**src/rtl/pipeline_ctrl_pkg.sv**
```systemverilog
// Shared definitions for the pipeline hazard and sequencing control logic.
package pipeline_ctrl_pkg;

  typedef enum logic {
    STATE_RUN  = 1'b0,
    STATE_BUSY = 1'b1
  } state_e;

  localparam logic [4:0] REG_ZERO              = 5'd0;
  localparam int         DEFAULT_MULTI_LATENCY = 4;

endpackage

```
**src/rtl/load_use_detector.sv**
```systemverilog
// Combinational load-use hazard compare between the ID/EX load and the IF/ID sources.
module load_use_detector
  import pipeline_ctrl_pkg::*;
(
  input  logic       mem_read_i,
  input  logic [4:0] id_ex_rt_i,
  input  logic [4:0] if_id_rs_i,
  input  logic [4:0] if_id_rt_i,
  input  logic       if_id_valid_i,
  output logic       load_use_o
);

  // Register 0 never carries a real dependency, so it is exempt.
  assign load_use_o = mem_read_i & if_id_valid_i & (id_ex_rt_i != REG_ZERO) &
                      ((id_ex_rt_i == if_id_rs_i) | (id_ex_rt_i == if_id_rt_i));

endmodule

```
**src/rtl/ex_stall_controller.sv**
```systemverilog
// Execute-stage hazard controller: load-use bubble, multi-cycle ALU hold, branch flush
// and a saturating stall-cycle counter. State advances on the falling clock edge.
module ex_stall_controller
  import pipeline_ctrl_pkg::*;
#(
  parameter int MULTI_LATENCY   = DEFAULT_MULTI_LATENCY,
  parameter int COUNT_WIDTH     = 3,
  parameter int STALL_CNT_WIDTH = 16
) (
  input  logic                       clk,
  input  logic                       resetN,
  input  logic                       idExMemRead,
  input  logic [4:0]                 idExRt,
  input  logic [4:0]                 ifIdRs,
  input  logic [4:0]                 ifIdRt,
  input  logic                       ifIdValid,
  input  logic                       multiStart,
  input  logic                       branchTaken,
  output logic                       pcWrite,
  output logic                       ifIdWrite,
  output logic                       ifIdFlush,
  output logic                       idExBubble,
  output logic                       exHold,
  output logic                       exMemBubble,
  output logic                       busy,
  output logic [STALL_CNT_WIDTH-1:0] stallCycles
);

  localparam bit                         MULTI_EN  = (MULTI_LATENCY > 1);
  localparam logic [COUNT_WIDTH-1:0]     CNT_ZERO  = COUNT_WIDTH'(0);
  localparam logic [COUNT_WIDTH-1:0]     CNT_ONE   = COUNT_WIDTH'(1);
  localparam logic [COUNT_WIDTH-1:0]     CNT_LOAD  = COUNT_WIDTH'(MULTI_LATENCY - 1);
  localparam logic [STALL_CNT_WIDTH-1:0] STALL_MAX = {STALL_CNT_WIDTH{1'b1}};
  localparam logic [STALL_CNT_WIDTH-1:0] STALL_ONE = STALL_CNT_WIDTH'(1);

  state_e                     state_q, state_d;
  logic [COUNT_WIDTH-1:0]     count_q, count_d;
  logic [STALL_CNT_WIDTH-1:0] stall_q, stall_d;
  logic                       load_use_s;

  load_use_detector u_load_use (
    .mem_read_i    (idExMemRead),
    .id_ex_rt_i    (idExRt),
    .if_id_rs_i    (ifIdRs),
    .if_id_rt_i    (ifIdRt),
    .if_id_valid_i (ifIdValid),
    .load_use_o    (load_use_s)
  );

  // Next-state and Mealy control outputs; held at RUN defaults while in reset.
  always_comb begin
    state_d     = state_q;
    count_d     = count_q;
    pcWrite     = 1'b1;
    ifIdWrite   = 1'b1;
    ifIdFlush   = 1'b0;
    idExBubble  = 1'b0;
    exHold      = 1'b0;
    exMemBubble = 1'b0;
    busy        = 1'b0;
    if (!resetN) begin
      state_d = STATE_RUN;
      count_d = CNT_ZERO;
    end else begin
      case (state_q)
        STATE_RUN: begin
          if (MULTI_EN && multiStart) begin
            pcWrite     = 1'b0;
            ifIdWrite   = 1'b0;
            exHold      = 1'b1;
            exMemBubble = 1'b1;
            state_d     = STATE_BUSY;
            count_d     = CNT_LOAD;
          end else if (branchTaken) begin
            ifIdFlush  = 1'b1;
            idExBubble = 1'b1;
          end else if (load_use_s) begin
            pcWrite    = 1'b0;
            ifIdWrite  = 1'b0;
            idExBubble = 1'b1;
          end else begin
            state_d = STATE_RUN;
          end
        end
        STATE_BUSY: begin
          busy      = 1'b1;
          pcWrite   = 1'b0;
          ifIdWrite = 1'b0;
          if (count_q > CNT_ONE) begin
            exHold      = 1'b1;
            exMemBubble = 1'b1;
            count_d     = count_q - CNT_ONE;
          end else begin
            // Final cycle: result lands in EX/MEM; bubble ID/EX so the op cannot relaunch.
            idExBubble = 1'b1;
            state_d    = STATE_RUN;
            count_d    = CNT_ZERO;
          end
        end
        default: begin
          state_d = STATE_RUN;
          count_d = CNT_ZERO;
        end
      endcase
    end
  end

  // Saturating count of cycles in which the PC is frozen.
  always_comb begin
    stall_d = stall_q;
    if (!pcWrite && (stall_q != STALL_MAX)) begin
      stall_d = stall_q + STALL_ONE;
    end else begin
      stall_d = stall_q;
    end
  end

  // State, countdown and stall counter registers on the pipeline's falling edge.
  always_ff @(negedge clk or negedge resetN) begin
    if (!resetN) begin
      state_q <= STATE_RUN;
      count_q <= CNT_ZERO;
      stall_q <= {STALL_CNT_WIDTH{1'b0}};
    end else begin
      state_q <= state_d;
      count_q <= count_d;
      stall_q <= stall_d;
    end
  end

  assign stallCycles = stall_q;

endmodule

```
**config.mk**
```make
export PLATFORM = sky130hd
export DESIGN_NAME = ex_stall_controller
export DESIGN_NICKNAME = d
export VERILOG_FILES = /design/src/rtl/pipeline_ctrl_pkg.sv /design/src/rtl/load_use_detector.sv /design/src/rtl/ex_stall_controller.sv
export SDC_FILE = /design/constraint.sdc
export NUM_CORES = 1
export LEC_CHECK = 0
export ABC_AREA = 0
export CAP_MARGIN = 20
export CORE_MARGIN = 3
export CORE_UTILIZATION = 40
export DETAILED_ROUTE_END_ITERATION = 16
export PLACE_DENSITY = 0.84
export SETUP_SLACK_MARGIN = 0.4
export SYNTH_ARGS = -nofsm -noshare
export SYNTH_HDL_FRONTEND = slang
export SYNTH_SLANG_ARGS = --single-unit
```
**constraint.sdc**
```tcl
create_clock -name clk -period 2.17 [get_ports clk]
set_input_delay 0.434 -clock clk [delete_from_list [all_inputs] [get_ports clk]]
set_output_delay 0.434 -clock clk [all_outputs]
set_load 0.05 [all_outputs]
```
==> results of run 1 <==
-- cells by family after synthesis --
logic type	after synthesis	share of synthesized area, %
AOI/OAI and AO/OA	14	8.453
DFF	20	40.73
muxes	1	1.222
adders and majority gates	3	3.055
and+or+nand+nor	51	25.36
buffers and inverters	7	3.360
xor gates and xnor gates	25	17.82
-- metrics by stage --
stage	instances	setup WS (ns)	cell area [um2]	utilization, %
floorplan	121	-0.9981	1325	-
global placement	225	-1.445	2243	78.64
detailed placement	225	-1.464	2243	78.64
CTS	243	-0.9463	2532	88.77
-- synth_stat cells --
master | n | area (um2)
nand2_1 | 9 | 33.78
nor4b_1 | 1 | 8.760
nor3_2 | 6 | 60.06
a21boi_0 | 1 | 7.510
and2_1 | 2 | 12.51
nand2b_1 | 1 | 6.260
o311a_1 | 2 | 20.02
a22oi_1 | 1 | 7.510
or3_1 | 1 | 6.260
buf_6 | 1 | 11.26
and3b_4 | 1 | 12.51
a21boi_4 | 1 | 18.77
nand4b_1 | 1 | 8.760
nor2_1 | 7 | 26.28
xnor2_1 | 11 | 96.34
buf_4 | 2 | 15.01
nor3_1 | 4 | 20.02
xor2_1 | 14 | 122.6
a21oi_1 | 2 | 10.01
o21ai_0 | 4 | 20.02
and4_1 | 2 | 17.52
inv_1 | 3 | 11.26
clkbuf_1 | 1 | 3.750
ha_1 | 3 | 37.54
nor3b_2 | 1 | 12.51
nor2b_1 | 2 | 12.51
nor2_2 | 1 | 6.260
nand4_1 | 3 | 18.77
o22ai_1 | 2 | 12.51
a21o_1 | 1 | 7.510
mux2_4 | 1 | 15.01
nand3_1 | 6 | 30.03
nor4_1 | 1 | 6.260
dfrtn_1 | 20 | 500.5
and3_1 | 2 | 12.51
-- repair_timing --
| action | in CTS |
|---|---|
| setup endpoints to repair | 43 |
| cloned | 1 |
| gates resized for setup | 53 |
| setup buffers | 13 |
| pin swaps | 13 |
==> flow_summary.toml, run 1 <==
[logic_synthesis]
synth_seq_cells = 20
syn_nets = 145
synth_area_per_cell_um2 = 10.15
yosys_warnings = 0
synth_cell_types = 35
synth-seq-area-share_pct = 40.73
synthesis.area_um2 = 1229
synthCells = 121

[place]
routabilityCongestion = 0.8312
io_buffers = 43
place.detailed.hpwl_um = 2750

[clock_network]
htreeDepth = 1
cts-root-buf = "clkbuf_4"
cts_hold_buf = 0
cts_num_sinks = 20
cts_made_buffers = 3
clock_path_buffers = 2

[floorplan]
die_h_um = 61.42
row_count = 19
start_util_pct = 43.07
die_w_um = 61.42
ioPinCount = 44

[outcome]
first-error = "[ERROR DPL-0033] detailed placement checks failed during check placement."
haltStage = "global routing (5_1_grt)"
status = "stopped before the end"

[grt]
antenna_found_initial = 0
grt_max_degree = 12

[sta]
worst_endpoint = "idExBubble"
worstEpCategory = "output port"
==> run 2: changes to the inputs <==
--- a/config.mk
+++ b/config.mk
@@ -7,11 +7,10 @@
 export LEC_CHECK = 0
 export ABC_AREA = 0
 export CAP_MARGIN = 20
-export CORE_MARGIN = 3
-export CORE_UTILIZATION = 40
+export CORE_AREA = 3 3 64 66
 export DETAILED_ROUTE_END_ITERATION = 16
-export PLACE_DENSITY = 0.84
-export SETUP_SLACK_MARGIN = 0.4
+export DIE_AREA = 0 0 67 69
+export PLACE_DENSITY_LB_ADDON = 0.15
 export SYNTH_ARGS = -nofsm -noshare
 export SYNTH_HDL_FRONTEND = slang
 export SYNTH_SLANG_ARGS = --single-unit
==> constraint.sdc (replaced) <==
create_clock -name clk -period 2.8 [get_ports clk]
set_input_delay 0.56 -clock clk [delete_from_list [all_inputs] [get_ports clk]]
set_output_delay 0.56 -clock clk [all_outputs]
set_load 0.05 [all_outputs]
==> run 2 against run 1 <==
Synthesized cell count unchanged. The flow now finishes, with violations (setup timing). Area after synthesis unchanged.
==> flow_summary.toml, run 2 <==
[setup_path]
critPathLaunchType = "flop"
path_common_cell = "buf_6"
critical_path.max_stage_delay_ns = 0.36
critical_path_class = "flop to output port"
end_kind = "output port"
cp.required_ns = 2.24
critPathArrivalTime_ns = 2.95
crit_chain = "o21ai_2 -> a21boi_4 -> buf_6 -> buf_16 -> buf_6 -> buf_12"
cp_max_fo = 6
slowest_stage = "dfrtn_1"

[layout]
diodes = 0
regArea_um2 = 500.5
layout_common_cells = "buf_4, buf_12, dfrtn_1"
drive_above_1_share_pct = 51.42
final_nets = 237
utilization_pct = 72.66
largest_reg_flops = 16
final.fill_count = 262
final_common_cell = "buf_4"
synthToLayoutAreaGrowth_pct = 114.9
multi_input_area_um2 = 883.3

[power]
peakVddDrop_mv = 0.6988
power_switching_uw = 646.6
pwr-share-comb_pct = 57.3
internal-power_mw = 1.042
power_density_nw_per_um2 = 639.5
power_frac_seq_pct = 25.4
leakagePower_nw = 1.305
netSwitchingFraction_pct = 38.30
p_clk_share_pct = 17.3

[logic_synthesis]
synth_edf_count = 0
synth_top_area_share_pct = 40.73
synthCells = 121
syn_nets = 145
synth-seq-area-share_pct = 40.73
synth_most_common_cell = "dfrtn_1"
ys.flop_type = "dfrtn_1"
yosys_warnings = 0
yosys.area.top_type = "dfrtn_1"
async_reset_ff_share_pct = 100.0
ys_top_cells_by_area = "dfrtn_1, xor2_1, xnor2_1"
synth_common_cells = "dfrtn_1, xor2_1, xnor2_1, nand2_1, nor2_1"
synthesis.area_um2 = 1229
synth_cell_types = 35
synth_seq_cells = 20
synth_area_per_cell_um2 = 10.15

[sta]
worstMarginPinSlew_ns = 0.5183
hold_violations = 0
setup_ws_ns = -0.7078
finalSetupTns_ns = -15.31
relSlewSlack_pct = 65.45
skew_ns = 0.004782
finalSetupViolCount = 39
drv_slew = 0
rsz0062_at_grt = "true"

[floorplan]
core_area_um2 = 3633
dieArea_um2 = 4623
row_count = 22
start_util_pct = 33.82
ioPinCount = 44
die_h_um = 69
die_w_um = 67

[place]
routabilityCongestion = 0.8328
io_buffers = 43
place.detailed.hpwl_um = 2439
preCtsSetupSlack_ns = -1.204

[route]
first_pass_iters = 4
viasPerCell = 4.831
drcViolationCount = 0
wl_um = 3650
drt-wirelength-per-cell_um = 14.04
ant_nets = 0
first_iter_violations = 41
num_vias = 1256

[clock_network]
cts-root-buf = "clkbuf_8"
cts_num_sinks = 20
clock_path_buffers = 2
htreeDepth = 1
worstSkewPairLatency_ns = 0.28
cts_tree = "built"
cts_made_buffers = 3
clk_pin_slew_ns = 0.05

[grt]
antenna_found_initial = 0
grt_pass1_wl_um = 6161
first_global_vias = 1314
grtUsageTotal_pct = 17.06
grt-ovfl-total = 0
grt_max_degree = 24

[flow_run]
cap_violations = 0

[outcome]
violations = "setup timing"
status = "finished, violations left"

[hold_path]
hp-class = "flop to flop"
[run 2: stage by stage]
stage	total power, mW	instance area (um2)	hold WS, ns	std cells
4_1_cts	1.675	2517	0.5774	255
5_1_grt	1.768	2640	0.6052	260
2_1_floorplan	0.8358	1318	0.4878	121
6_report	1.688	2640	0.5877	260
3_5_place_dp	1.292	2190	0.4848	233
3_3_place_gp	1.282	2190	0.4730	233
[run 2: cell families after synthesis]
family,synth area share [%]
AO/OA/AOI/OAI,8.453
XOR/XNOR,17.82
adder cells (fa/ha/maj),3.055
buffers and inverters,3.360
flip-flops,40.73
multiplexers,1.222
AND/OR/NAND/NOR,25.36
[run 2: power groups by stage]
stage	sequential, mW	clock (mW)	combinational, mW
floorplan	0.632	0	0.204
global placement	0.448	0	0.834
detailed placement	0.447	0	0.845
CTS	0.429	0.299	0.946
global route	0.437	0.313	1.02
finish	0.429	0.291	0.968
[run 2: layout make-up]
| class | instances | area share (%) |
|---|---|---|
| timing repair buffer | 91 | 42.18 |
| multi-input combinational | 94 | 33.46 |
| clock buffer | 3 | 1.564 |
| inverter | 3 | 0.4265 |
| tap | 48 | 2.275 |
| clock inverter | 1 | 1.137 |
| sequential | 20 | 18.96 |
[run 2: repair_timing]
item                       CTS  global route
hold buffers                 0             0
pin swaps                   20            17
setup endpoints to repair   39            43
resized for setup           37            25
setup buffers               17             7
gates cloned                 1             0
[run 2: routing by layer]
metal	global-route usage [%]	up-vias	routed length, um
met3	3.909	8	280
met2	27.62	39	1782
met4	5.631	0	85
li1	-	605	-
met5	0	-	0
met1	22.06	604	1502
[run 2: final timing paths]
path | startpoint | to | slack (ns) | depth (start not counted)
min in group asynchronous | resetN | stallCycles[12] | 1.67 | 2
worst max register to register | stallCycles[14] | stallCycles[6] | 0.24 | 9
max in group asynchronous | resetN | stallCycles[11] | 0.92 | 2
worst max-delay path | state_q | ifIdWrite | -0.71 | 6
worst min register to register | stallCycles[7] | stallCycles[7] | 0.59 | 2
worst min-delay path | stallCycles[7] | stallCycles[7] | 0.59 | 2
[run 2: worst max-delay path: cells and delay by family (launching register included)]
kind            cells  cell delay (ns)
compound gates      2             0.39
buf+inv             4             0.50
flops               1             0.36
Note: power is estimated with default switching activity, not from simulation.
==> run 3: changes to the inputs <==
--- a/config.mk
+++ b/config.mk
@@ -8,6 +8,7 @@
 export ABC_AREA = 0
 export CAP_MARGIN = 20
 export CORE_AREA = 3 3 64 66
+export CTS_CLUSTER_SIZE = 16
 export DETAILED_ROUTE_END_ITERATION = 16
 export DIE_AREA = 0 0 67 69
 export PLACE_DENSITY_LB_ADDON = 0.15
==> results of run 3 <==
Final layout, timing and power as in run 2 (identical DEF).
==> RTL edit (flow settings as in run 2) <==
`REG_ZERO`: 5'd0 -> 5'd1.
--- a/src/rtl/pipeline_ctrl_pkg.sv
+++ b/src/rtl/pipeline_ctrl_pkg.sv
@@ -6,7 +6,7 @@
     STATE_BUSY = 1'b1
   } state_e;
 
-  localparam logic [4:0] REG_ZERO              = 5'd0;
+  localparam logic [4:0] REG_ZERO              = 5'd1;
   localparam int         DEFAULT_MULTI_LATENCY = 4;
 
 endpackage
Function: changed (Yosys sat finds a counterexample within 4 cycles, from zero or initial values and one cycle with resetN low).
==> RTL edit against run 2 <==
The run still ends with setup timing left. Cell area down 8.3%. Area after synthesis down 4.1%. Core utilization down 6.0 points. Via count down 7.0%. Setup slack better by 0.056 ns. Critical path depth unchanged. First-iteration DRC count down 63%. Non-clock buffer count down 4. Clock skew down 0.0028 ns. Worst hold slack worse by 0.0059 ns. Routed wire length down 3.9%. Sequential share of layout area up 1.7 points. Sequential cell count unchanged. Total power down 19%. Largest power group unchanged.
==> RTL edit: results (changes against run 2) <==
stage,metric,value,unit,change
power,clk pwr,0.000220,W,-24%
critical_path,critical path arrival,2.89,ns,-0.06 ns
layout,FFs & Latches,20,,unchanged
synthesis,top post-synthesis cells by count,"dfrtn_1 (20), xnor2_1 (13), xor2_1 (11)",,
sta,PnR worst setup slack,-0.652,ns,+0.0559 ns
power,share of power burned in registers,28.7,%,+3.3 points
synthesis,Synth cell types,31,,-11%
detailed_routing,DR iter-0 viols,15,,-63%
run_status,failing checks,setup timing,,
layout,Multi-In Gates,87,,-7.4%
place,Post-DP HPWL,2420,µm,-0.59%
grt,GRT Total Usage,16.0,%,-1.0 points
sta,Min Hold Slack,0.582,ns,-0.00590 ns
grt,grt met2 use,29.4,%,+1.7 points
sta,Finish-stage setup viols,39,,unchanged
critical_path,CP max stage delay,0.42,ns,+0.06 ns
place,placed cells,228,,-2.1%
detailed_routing,routed wire length,3510,µm,-3.9%
power,Leak,1.17,nW,-11%
power,Switching Fraction,37.6,%,-0.72 points
run_status,status,"finished, violations left",,
grt,grt met1 use,19.0,%,-3.1 points
critical_path,Register-to-Register Path Depth,6,,-3
sta,setup TNS,-12.84,ns,+2.47 ns
layout,Clock buf/inv share,2.27,%,-0.43 points
detailed_routing,wire length on met2,2040,µm,+14%
layout,Fillers,296,,+13%
-- RTL edit: cell types whose count changed in the layout (fill, tap and decap cells not counted), moves of 4 or more --
cell	before	now
nand3_1	6	2
nor2_1	3	7
buf_4	36	41
nand4_1	3	8
nor3_4	9	0
xnor2_2	0	4
dlymetal6s2s_1	12	2
xor2_1	14	10
clkdlybuf4s15_1	0	4
nand2_1	9	3
-- RTL edit: logic make-up after synthesis --
| family | Yosys count | synth area share (%) |
|---|---|---|
| simple gates | 41 | 19.3 |
| xor+xnor | 24 | 17.8 |
| flops | 20 | 42.5 |
| compound gates | 17 | 11.4 |
| buf+inv | 11 | 4.88 |
| fa+ha+maj | 3 | 3.19 |
| mux | 1 | 0.955 |
-- RTL edit: final timing paths --
kind,from,to
min in group asynchronous,resetN,stallCycles[11]
max in group asynchronous,resetN,stallCycles[8]
max reg2reg,stallCycles[0],stallCycles[1]
min,stallCycles[6],stallCycles[6]
max,count_q[1],exMemBubble
min reg2reg,stallCycles[6],stallCycles[6]
